File: src/rtl/logic_muxn_scan_if.sv
`default_nettype none
// ============================================================================
// Module      : logic_muxn_scan_if
// Description : Control, data and status bundle for the scanning N:1 mux.
// Revision    : 1.0 - initial release
// ============================================================================
interface logic_muxn_scan_if #(
    parameter int WIDTH    = 8,
    parameter int CHANNELS = 4
);
    localparam int SEL_W = $clog2(CHANNELS);

    logic                      en;
    logic                      mode;
    logic [SEL_W-1:0]          sel;
    logic [CHANNELS*WIDTH-1:0] din;
    logic [WIDTH-1:0]          y;
    logic                      y_valid;
    logic [SEL_W-1:0]          ch_out;
    logic                      wrap;
    logic                      sel_err;

    modport master (
        output en, mode, sel, din,
        input  y, y_valid, ch_out, wrap, sel_err
    );

    modport slave (
        input  en, mode, sel, din,
        output y, y_valid, ch_out, wrap, sel_err
    );
endinterface
`default_nettype wire

File: src/rtl/logic_muxn_scan.sv
`default_nettype none
// ============================================================================
// Module      : logic_muxn_scan
// Description : Registered N-channel mux with manual select and auto-scan.
// Revision    : 1.0 - initial release
// ============================================================================
module logic_muxn_scan #(
    parameter int WIDTH    = 8,
    parameter int CHANNELS = 4,
    parameter int DWELL    = 4
) (
    input wire logic            clk,
    input wire logic            rst,
    logic_muxn_scan_if.slave    bus
);
    localparam int               SEL_W        = $clog2(CHANNELS);
    localparam logic [SEL_W-1:0] c_CH_LAST    = SEL_W'(CHANNELS - 1);
    localparam logic [7:0]       c_DWELL_LAST = 8'(DWELL - 1);

    typedef enum logic [1:0] {
        ST_IDLE   = 2'd0,
        ST_MANUAL = 2'd1,
        ST_SCAN   = 2'd2
    } state_t;

    state_t           r_state;
    logic [WIDTH-1:0] r_y;
    logic             r_y_valid;
    logic [SEL_W-1:0] r_ch_out;
    logic             r_wrap;
    logic             r_sel_err;
    logic [SEL_W-1:0] r_scan_ch;
    logic [7:0]       r_dwell_cnt;

    state_t           w_state_nxt;
    logic [WIDTH-1:0] w_y_nxt;
    logic             w_y_valid_nxt;
    logic [SEL_W-1:0] w_ch_out_nxt;
    logic             w_wrap_nxt;
    logic             w_sel_err_nxt;
    logic [SEL_W-1:0] w_scan_ch_nxt;
    logic [7:0]       w_dwell_nxt;
    logic             w_sel_ok;

    function automatic logic [WIDTH-1:0] f_pick(
        input logic [CHANNELS*WIDTH-1:0] d,
        input logic [SEL_W-1:0]          idx
    );
        f_pick = '0;
        for (int k = 0; k < CHANNELS; k++) begin
            if (idx == SEL_W'(k)) f_pick = d[k*WIDTH +: WIDTH];
        end
    endfunction

    assign w_sel_ok = ({{(32-SEL_W){1'b0}}, bus.sel} < 32'(CHANNELS));

    // The mode input picks this edge's action directly, so leaving IDLE or
    // switching modes loads the new source on the same edge.
    always_comb begin
        w_state_nxt   = r_state;
        w_y_nxt       = r_y;
        w_y_valid_nxt = r_y_valid;
        w_ch_out_nxt  = r_ch_out;
        w_wrap_nxt    = 1'b0;
        w_sel_err_nxt = r_sel_err;
        w_scan_ch_nxt = r_scan_ch;
        w_dwell_nxt   = r_dwell_cnt;

        if (bus.en) begin
            if (bus.mode) begin
                w_state_nxt   = ST_SCAN;
                w_y_valid_nxt = 1'b1;
                if (r_state != ST_SCAN) begin
                    w_scan_ch_nxt = '0;
                    w_dwell_nxt   = '0;
                end else if (r_dwell_cnt == c_DWELL_LAST) begin
                    w_dwell_nxt = '0;
                    if (r_scan_ch == c_CH_LAST) begin
                        w_scan_ch_nxt = '0;
                        w_wrap_nxt    = 1'b1;
                    end else begin
                        w_scan_ch_nxt = r_scan_ch + 1'b1;
                    end
                end else begin
                    w_dwell_nxt = r_dwell_cnt + 8'd1;
                end
                // Output tracks the post-edge scan position, so a channel is
                // visible for exactly DWELL cycles.
                w_y_nxt      = f_pick(bus.din, w_scan_ch_nxt);
                w_ch_out_nxt = w_scan_ch_nxt;
            end else begin
                w_state_nxt   = ST_MANUAL;
                w_scan_ch_nxt = '0;
                w_dwell_nxt   = '0;
                if (w_sel_ok) begin
                    w_y_nxt       = f_pick(bus.din, bus.sel);
                    w_ch_out_nxt  = bus.sel;
                    w_y_valid_nxt = 1'b1;
                    w_sel_err_nxt = 1'b0;
                end else begin
                    w_y_valid_nxt = 1'b0;
                    w_sel_err_nxt = 1'b1;
                end
            end
        end
    end

    always_ff @(posedge clk) begin
        if (rst) begin
            r_state     <= ST_IDLE;
            r_y         <= '0;
            r_y_valid   <= 1'b0;
            r_ch_out    <= '0;
            r_wrap      <= 1'b0;
            r_sel_err   <= 1'b0;
            r_scan_ch   <= '0;
            r_dwell_cnt <= '0;
        end else begin
            r_state     <= w_state_nxt;
            r_y         <= w_y_nxt;
            r_y_valid   <= w_y_valid_nxt;
            r_ch_out    <= w_ch_out_nxt;
            r_wrap      <= w_wrap_nxt;
            r_sel_err   <= w_sel_err_nxt;
            r_scan_ch   <= w_scan_ch_nxt;
            r_dwell_cnt <= w_dwell_nxt;
        end
    end

    assign bus.y       = r_y;
    assign bus.y_valid = r_y_valid;
    assign bus.ch_out  = r_ch_out;
    assign bus.wrap    = r_wrap;
    assign bus.sel_err = r_sel_err;
endmodule
`default_nettype wire
File: src/flat_wrapper.sv
// flat-port wrapper written by rule: the top's interface ports become plain ports
module logic_muxn_scan_flat 
#(
    parameter int WIDTH    = 8,
    parameter int CHANNELS = 4,
    parameter int DWELL    = 4
)
  (clk, rst, bus_en, bus_mode, bus_sel, bus_din, bus_y, bus_y_valid, bus_ch_out, bus_wrap, bus_sel_err);
  logic_muxn_scan_if #(.WIDTH(WIDTH), .CHANNELS(CHANNELS)) bus_i ();
  input wire logic clk;
  input wire logic rst;
  input wire logic [$bits(bus_i.en)-1:0] bus_en;
  input wire logic [$bits(bus_i.mode)-1:0] bus_mode;
  input wire logic [$bits(bus_i.sel)-1:0] bus_sel;
  input wire logic [$bits(bus_i.din)-1:0] bus_din;
  output wire logic [$bits(bus_i.y)-1:0] bus_y;
  output wire logic [$bits(bus_i.y_valid)-1:0] bus_y_valid;
  output wire logic [$bits(bus_i.ch_out)-1:0] bus_ch_out;
  output wire logic [$bits(bus_i.wrap)-1:0] bus_wrap;
  output wire logic [$bits(bus_i.sel_err)-1:0] bus_sel_err;
  assign bus_i.en = bus_en;
  assign bus_i.mode = bus_mode;
  assign bus_i.sel = bus_sel;
  assign bus_i.din = bus_din;
  assign bus_y = bus_i.y;
  assign bus_y_valid = bus_i.y_valid;
  assign bus_ch_out = bus_i.ch_out;
  assign bus_wrap = bus_i.wrap;
  assign bus_sel_err = bus_i.sel_err;
  logic_muxn_scan #(.WIDTH(WIDTH), .CHANNELS(CHANNELS), .DWELL(DWELL)) u_core (.clk(clk), .rst(rst), .bus(bus_i));
endmodule
File: config.mk
export PLATFORM = sky130hd
export DESIGN_NAME = logic_muxn_scan_flat
export DESIGN_NICKNAME = d
export VERILOG_FILES = /design/src/rtl/logic_muxn_scan_if.sv /design/src/rtl/logic_muxn_scan.sv /design/src/flat_wrapper.sv
export SDC_FILE = /design/constraint.sdc
export NUM_CORES = 1
export LEC_CHECK = 0
export ABC_AREA = 1
export BUFFER_PORTS_ARGS = -buffer_cell sky130_fd_sc_hd__buf_2
export CORE_MARGIN = 4
export CORE_UTILIZATION = 52
export CTS_CLUSTER_DIAMETER = 30
export DETAILED_ROUTE_END_ITERATION = 10
export PLACE_DENSITY = 0.8
export RECOVER_POWER = 25
export SLEW_MARGIN = 20
export SYNTH_ARGS = -nofsm -noshare
export SYNTH_HDL_FRONTEND = slang
export SYNTH_SLANG_ARGS = --single-unit
File: constraint.sdc
create_clock -name clk -period 2.2 [get_ports clk]
set_input_delay 0.11 -clock clk [delete_from_list [all_inputs] [get_ports clk]]
set_output_delay 0.11 -clock clk [all_outputs]
set_load 0.05 [all_outputs]
==> results of run 1 <==
==> cell usage after synthesis, drive strengths merged <==
cell	count	area (um2)
a221oi	3	26.3
clkbuf	6	22.5
a21o	7	52.6
a211oi	2	15.0
nor2	16	90.1
dfxtp	24	480
a31oi	2	12.5
conb	1	3.75
buf	5	41.3
o21ai	13	65.1
o221a	1	11.3
nand3	42	240
ha	2	25.0
nor3	1	5.00
nand2	66	273
a22oi	8	60.1
or2	1	6.26
a21oi	23	126
inv	44	165
nand3b	1	7.51
==> state kept, by name, indices dropped and copies added, names as in the netlist <==
| name | cells |
|---|---|
| u_core.bus.y_valid | 1 |
| u_core.bus.ch_out | 2 |
| u_core.r_scan_ch | 2 |
| u_core.r_dwell_cnt | 8 |
| u_core.bus.y | 8 |
| u_core.bus.wrap | 1 |
| u_core.r_state | 2 |
==> metal layers <==
metal	track usage	vias to the layer above	part of all wire
li1	-	970	-
met1	0.292	833	0.45
met2	0.358	78	0.45
met3	0.0427	4	0.089
met4	0.0570	0	0.0069
met5	0	-	0
==> critical path, cell delays in order (launching register included) <==
cell and delay [ns]:
dfxtp_1 0.40, ha_1 0.25, nand2_2 0.09, nor2_4 0.16, nand2_4 0.09, nand2_2 0.11, nand3_4 0.18, nor2_4 0.28
nand2_1 0.09, nand2_1 0.06, inv_1 0.04, nand2_1 0.07, a21oi_2 0.05
==> where the power goes <==
| part | switching (mW) | internal [mW] |
|---|---|---|
| sequential | 0.00861 | 0.451 |
| clock | 0.136 | 0.0643 |
| combinational | 0.148 | 0.0700 |
==> placed cells by master, fill, tap and decap left out, types with 2 or more instances in the layout <==
cell type | Yosys | final
a21o_1 | 7 | 7
clkbuf_1 | 6 | 6
o21ai_0 | 13 | 13
buf_2 | 0 | 43
a21oi_1 | 20 | 20
a221oi_1 | 3 | 3
a211oi_1 | 2 | 2
nand2_2 | 4 | 4
nand3_2 | 1 | 2
inv_1 | 37 | 37
inv_2 | 7 | 7
nor2_1 | 12 | 12
nand2_4 | 2 | 2
nand2_1 | 60 | 60
nor2_4 | 4 | 4
a31oi_1 | 2 | 2
nand3_4 | 2 | 2
nand3_1 | 39 | 39
a21oi_2 | 3 | 3
ha_1 | 2 | 2
dfxtp_1 | 24 | 24
clkbuf_4 | 0 | 3
a22oi_1 | 8 | 8
==> what timing repair did <==
| action | in CTS | in global routing |
|---|---|---|
| endpoints found under the hold margin | 0 | 0 |
| resized for setup | 0 | 0 |
| setup endpoints to repair | 0 | 3 |
==> cells by family after synthesis <==
kind of cell / count (synthesis) / synth area share
adders and majority gates: 2 / 0.0145
and+or+nand+nor: 127 / 0.360
other: 1 / 0.00217
DFF: 24 / 0.278
AOI/OAI and AO/OA: 59 / 0.213
buffers and inverters: 55 / 0.132
==> path summary, 6_finish.rpt <==
check | startpoint | end | slack, ns | cells after the start
hold / removal | bus_en | u_core.r_dwell_cnt[0] | 0.05 | 2
hold reg to reg | u_core.bus.y_valid | u_core.bus.y_valid | 0.48 | 2
setup reg to reg | u_core.r_dwell_cnt[0] | u_core.bus.y[7] | 0.22 | 12
setup / recovery | u_core.r_dwell_cnt[0] | u_core.bus.y[7] | 0.22 | 12
==> metrics by stage <==
step                      hold slack (ns)  setup WS, ns  cells
after global placement              0.393         0.321    351
after detailed placement            0.397         0.236    351
after CTS                          0.0465         0.211    354
after global routing               0.0636        0.0445    355
after floorplan                     0.188         0.604    268
final                              0.0492         0.217    355
==> final cells by class <==
| type | count | area [um2] |
|---|---|---|
| clock buffers | 3 | 22.5 |
| multi-input cells | 190 | 1030 |
| flip-flops and latches | 24 | 480 |
| well taps | 44 | 55.1 |
| repair buffers | 50 | 245 |
| fillers | 323 | 1130 |
| inverters | 44 | 165 |
==> flow_summary_export.csv, run 1 <==
group,metric,value,unit
routing,drc,0,
sta,finalSetupViolCount,0,
finish,diodes,0,
clocking,clk_latency,0.32,ns
pwr,powerDensity,439,nW/um2
flow_run,timing.max_cap.violations,0,
die,fp.dieW,65.7,um
routing,wl,4630,um
worst_setup_path,required,2.40,ns
finish,area_growth,15.6,%
clocking,numCtsBuffers,3,
sta,drv_slew,0,
grt,antenna_found_initial,0,
sta,finalCriticalPeriod,1.98,ns
synthesis,syn-cell-area,1730,um2
synthesis,syn_nets,308,
routing,ant_nets,0,
run_status,status,"finished clean",
grt,grt_max_degree,26,
grt,grt-ovfl-total,0,
sta,finalHoldViolations,0,
worst_setup_path,crit_path_max_fanout,13,
grt,grt_first_pass_wirelength,7450,um
finish,stdcell_area,2000,um2
clocking,cts_max_path_buffers,2,
synthesis,syn_area_per_cell,6.45,um2
placed_design,dpl.hpwl,3320,um
sta,relSlewSlack,0.593,
clocking,cts_max_level,1,
die,die_area,4310,um2
routing,avgViaCountPerCell,5.31,
pwr,p_leak,0.957,nW
sta,tns,0,ns
synthesis,ys_warn_count,0,
grt,grt_pass1_vias,1680,
synthesis,syn_inst,268,
clocking,cts_sinks,24,
worst_setup_path,endpoint_kind,"flop",
worst_setup_path,worst_setup_path_start_kind,"flop",
clocking,post-cts-setup-buffers,0,
pwr,vdd_ir_drop_max,0.342,mV
placed_design,place_congestion,0.928,
die,core-area,3130,um2
routing,post_drt_wl_per_cell,13.0,um
die,std_cell_rows,20,
pwr,power.total,0.878,mW
worst_hold_path,hold_path_class,"in -> reg",
sta,clock_skew,0.00771,ns
sta,max_freq,504,MHz
synthesis,yosysSeqAreaShare,0.278,
die,io_pins,51,
sta,worstMarginPinSlew,0.608,ns
routing,dr.first_iter.drc_count,134,
worst_setup_path,critPathArrivalTime,2.19,ns
die,die_y,65.7,um
clocking,postCtsHoldBufs,0,
grt,grt_use_total,0.219,
worst_setup_path,crit_type,"reg -> reg",
routing,drt_first_pass_iters,4,
clocking,cts_root_buf,"clkbuf_4",
finish,fin_util,0.639,
synthesis,synth_cell_types,29,
routing,num_vias,1885,
placed_design,io_buffers,49,
placed_design,post_dp_cell_area,1970,um2
sta,min_period_over_period,0.901,
clocking,cts_tree,"done",
finish,drive_gt1_frac,0.235,
finish,final_nets,353,
clocking,path_clk_slew,0.14,ns
die,initial_core_util,0.553,
sta,rsz0062_at_grt,"no",
synthesis,ys_ff_latch,24,
No activity file was read; power rests on OpenSTA's default activity.
==> inputs of run 2 (changes only) <==
--- a/config.mk
+++ b/config.mk
@@ -6,7 +6,7 @@
 export NUM_CORES = 1
 export LEC_CHECK = 0
 export ABC_AREA = 1
-export BUFFER_PORTS_ARGS = -buffer_cell sky130_fd_sc_hd__buf_2
+export BUFFER_PORTS_ARGS = -buffer_cell sky130_fd_sc_hd__buf_4
 export CORE_MARGIN = 4
 export CORE_UTILIZATION = 52
 export CTS_CLUSTER_DIAMETER = 30
==> run 2 against run 1 <==
Compared with the run above: first-iteration DRC count shrank 8.2%; combinational power grew 11%; critical path depth is the same; worst hold slack lost 0.036 ns; register-to-register slack gained 0.06 ns; clock-buffer cell count is the same; global-route usage grew 0.55 points; wire length shrank 1.6%; critical path type unchanged; largest cell class unchanged.
==> flow_summary_export.csv, run 2 (same netlist as run 1, synthesis figures left out) <==
group,metric,value,unit
grt,grt_first_pass_wirelength,7700,um
sta,rsz0062_at_grt,"no",
finish,diodes,0,
worst_setup_path,endpoint_kind,"flop",
finish,drive_gt1_frac,0.237,
clocking,path_clk_slew,0.13,ns
clocking,cts_max_level,1,
sta,drv_slew,0,
placed_design,post-place-ws,0.320,ns
pwr,power_frac_comb,0.234,
finish,fillCellCount,291,
finish,stdcell_area,2130,um2
pwr,seqPwrFrac,0.446,
worst_setup_path,critPathMaxStageDelay,0.40,ns
clocking,cts-resized-gates,0,
worst_setup_path,path_buf_inv,1,
die,die_y,65.7,um
die,core-area,3130,um2
worst_setup_path,crit_path_max_fanout,18,
sta,max_freq,519,MHz
finish,area_growth,23.4,%
sta,finalCriticalPeriod,1.93,ns
clocking,postCtsHoldBufs,0,
routing,wl,4560,um
pwr,switchingPower,0.301,mW
finish,fin_util,0.682,
routing,avgViaCountPerCell,5.26,
worst_setup_path,r2r_cells,12,
flow_run,timing.max_cap.violations,0,
pwr,powerDensity,482,nW/um2
pwr,p_clk_frac,0.320,
grt,grt_max_degree,23,
worst_setup_path,worst_setup_path_start_kind,"flop",
sta,worstMarginPinSlew,0.628,ns
die,std_cell_rows,20,
sta,setup_ws,0.275,ns
clocking,cts_sinks,24,
placed_design,place_congestion,0.899,
finish,final_nets,353,
grt,antenna_found_initial,0,
sta,min_period_over_period,0.875,
worst_setup_path,reg2reg_slack,0.27,ns
clocking,numCtsBuffers,3,
grt,grt_pass1_vias,1743,
worst_setup_path,worstSetupPathDepth,12,
sta,relSlewSlack,0.580,
die,io_pins,51,
worst_hold_path,holdPathStages,2,
worst_setup_path,r2r_start,"u_core.r_dwell_cnt[0]",
routing,drc,0,
sta,clock_skew,0.0102,ns
worst_hold_path,whs_endpoint,"u_core.r_dwell_cnt[0]",
clocking,cts_max_path_buffers,2,
worst_hold_path,hold_path_class,"in -> reg",
worst_hold_path,min-delay-start,"bus_en",
routing,dr.first_iter.drc_count,123,
pwr,p_leak,1.01,nW
sta,finalHoldViolations,0,
grt,grt_use_total,0.224,
placed_design,dp.cells,352,
die,initial_core_util,0.553,
worst_setup_path,worstPathCellList,"ha_1 -> nand2_2 -> nor2_4 -> nand2_4 -> nand2_4 -> nand3_4 -> nor2_4 -> nand2_1 -> nand2_1 -> inv_1 -> nand2_1 -> a21oi_1",
worst_setup_path,critPathArrivalTime,2.14,ns
die,die_area,4310,um2
clocking,clk_latency,0.33,ns
placed_design,post_dp_cell_area,2100,um2
finish,finalNonFillerCells,356,
worst_setup_path,cpMostUsedCell,"nand2_1",
pwr,vdd_ir_drop_max,0.396,mV
clocking,cts_tree,"done",
worst_setup_path,timing.rr.end,"u_core.bus.y[1]",
pwr,power.total,1.03,mW
routing,post_drt_wl_per_cell,12.8,um
sta,whs,0.0134,ns
finish,layout_commonest_cell,"nand2_1",
worst_setup_path,required,2.42,ns
placed_design,dpl.hpwl,3430,um
pwr,switching_share,0.293,
routing,ant_nets,0,
run_status,status,"finished clean",
grt,grt-ovfl-total,0,
finish,final_cell_mix,"nand2_1, buf_4, nand3_1",
worst_setup_path,crit_type,"reg -> reg",
sta,tns,0,ns
worst_setup_path,critPathTopFamily,"simple AND/OR/NAND/NOR gates",
die,fp.dieW,65.7,um
clocking,cts_root_buf,"clkbuf_4",
sta,finalSetupViolCount,0,
clocking,post-cts-setup-buffers,0,
routing,num_vias,1873,
placed_design,io_buffers,49,
worst_setup_path,cp_slowest_cell,"dfxtp_1",
routing,drt_first_pass_iters,4,
pwr,internal-power,0.727,mW
[run 2: metal layers]
layer	GRT usage	vias to the layer above	wire length [um]	part of all wire
li1	-	965	-	-
met1	0.313	841	2140	0.47
met2	0.358	63	2080	0.46
met3	0.0462	4	316	0.069
met4	0.0415	0	20	0.0044
met5	0	-	0	0
[run 2: power groups by stage]
stage | Sequential, mW | Clock (mW) | Combinational, mW
global placement | 0.469 | 0 | 0.242
global route | 0.461 | 0.347 | 0.263
detailed placement | 0.469 | 0 | 0.245
floorplan | 0.512 | 0 | 0.0991
CTS | 0.459 | 0.334 | 0.245
finish | 0.459 | 0.329 | 0.241
[run 2: worst max path at each step]
| stage | startpoint | endpoint | slack, ns |
|---|---|---|---|
| final | u_core.r_dwell_cnt[0] | u_core.bus.y[1] | 0.27 |
| after global routing | u_core.r_dwell_cnt[0] | u_core.bus.y[5] | 0.1 |
| after global placement | u_core.r_dwell_cnt[0] | u_core.bus.y[5] | 0.36 |
| after CTS | u_core.r_dwell_cnt[0] | u_core.bus.y[2] | 0.28 |
| after floorplan | u_core.r_dwell_cnt[0] | u_core.bus.y[5] | 0.60 |
| after detailed placement | u_core.r_dwell_cnt[0] | u_core.bus.y[1] | 0.32 |
[run 2: cell type report]
| class | instances | area, um2 | share of cell area |
|---|---|---|---|
| timing repair buffer | 51 | 360 | 0.169 |
| clock buffer | 3 | 22.5 | 0.0106 |
| sequential | 24 | 480 | 0.225 |
| clock inverter | 1 | 30.0 | 0.0141 |
| inverter | 44 | 165 | 0.0774 |
| multi-input combinational | 189 | 1020 | 0.478 |
| tap | 44 | 55.1 | 0.0258 |
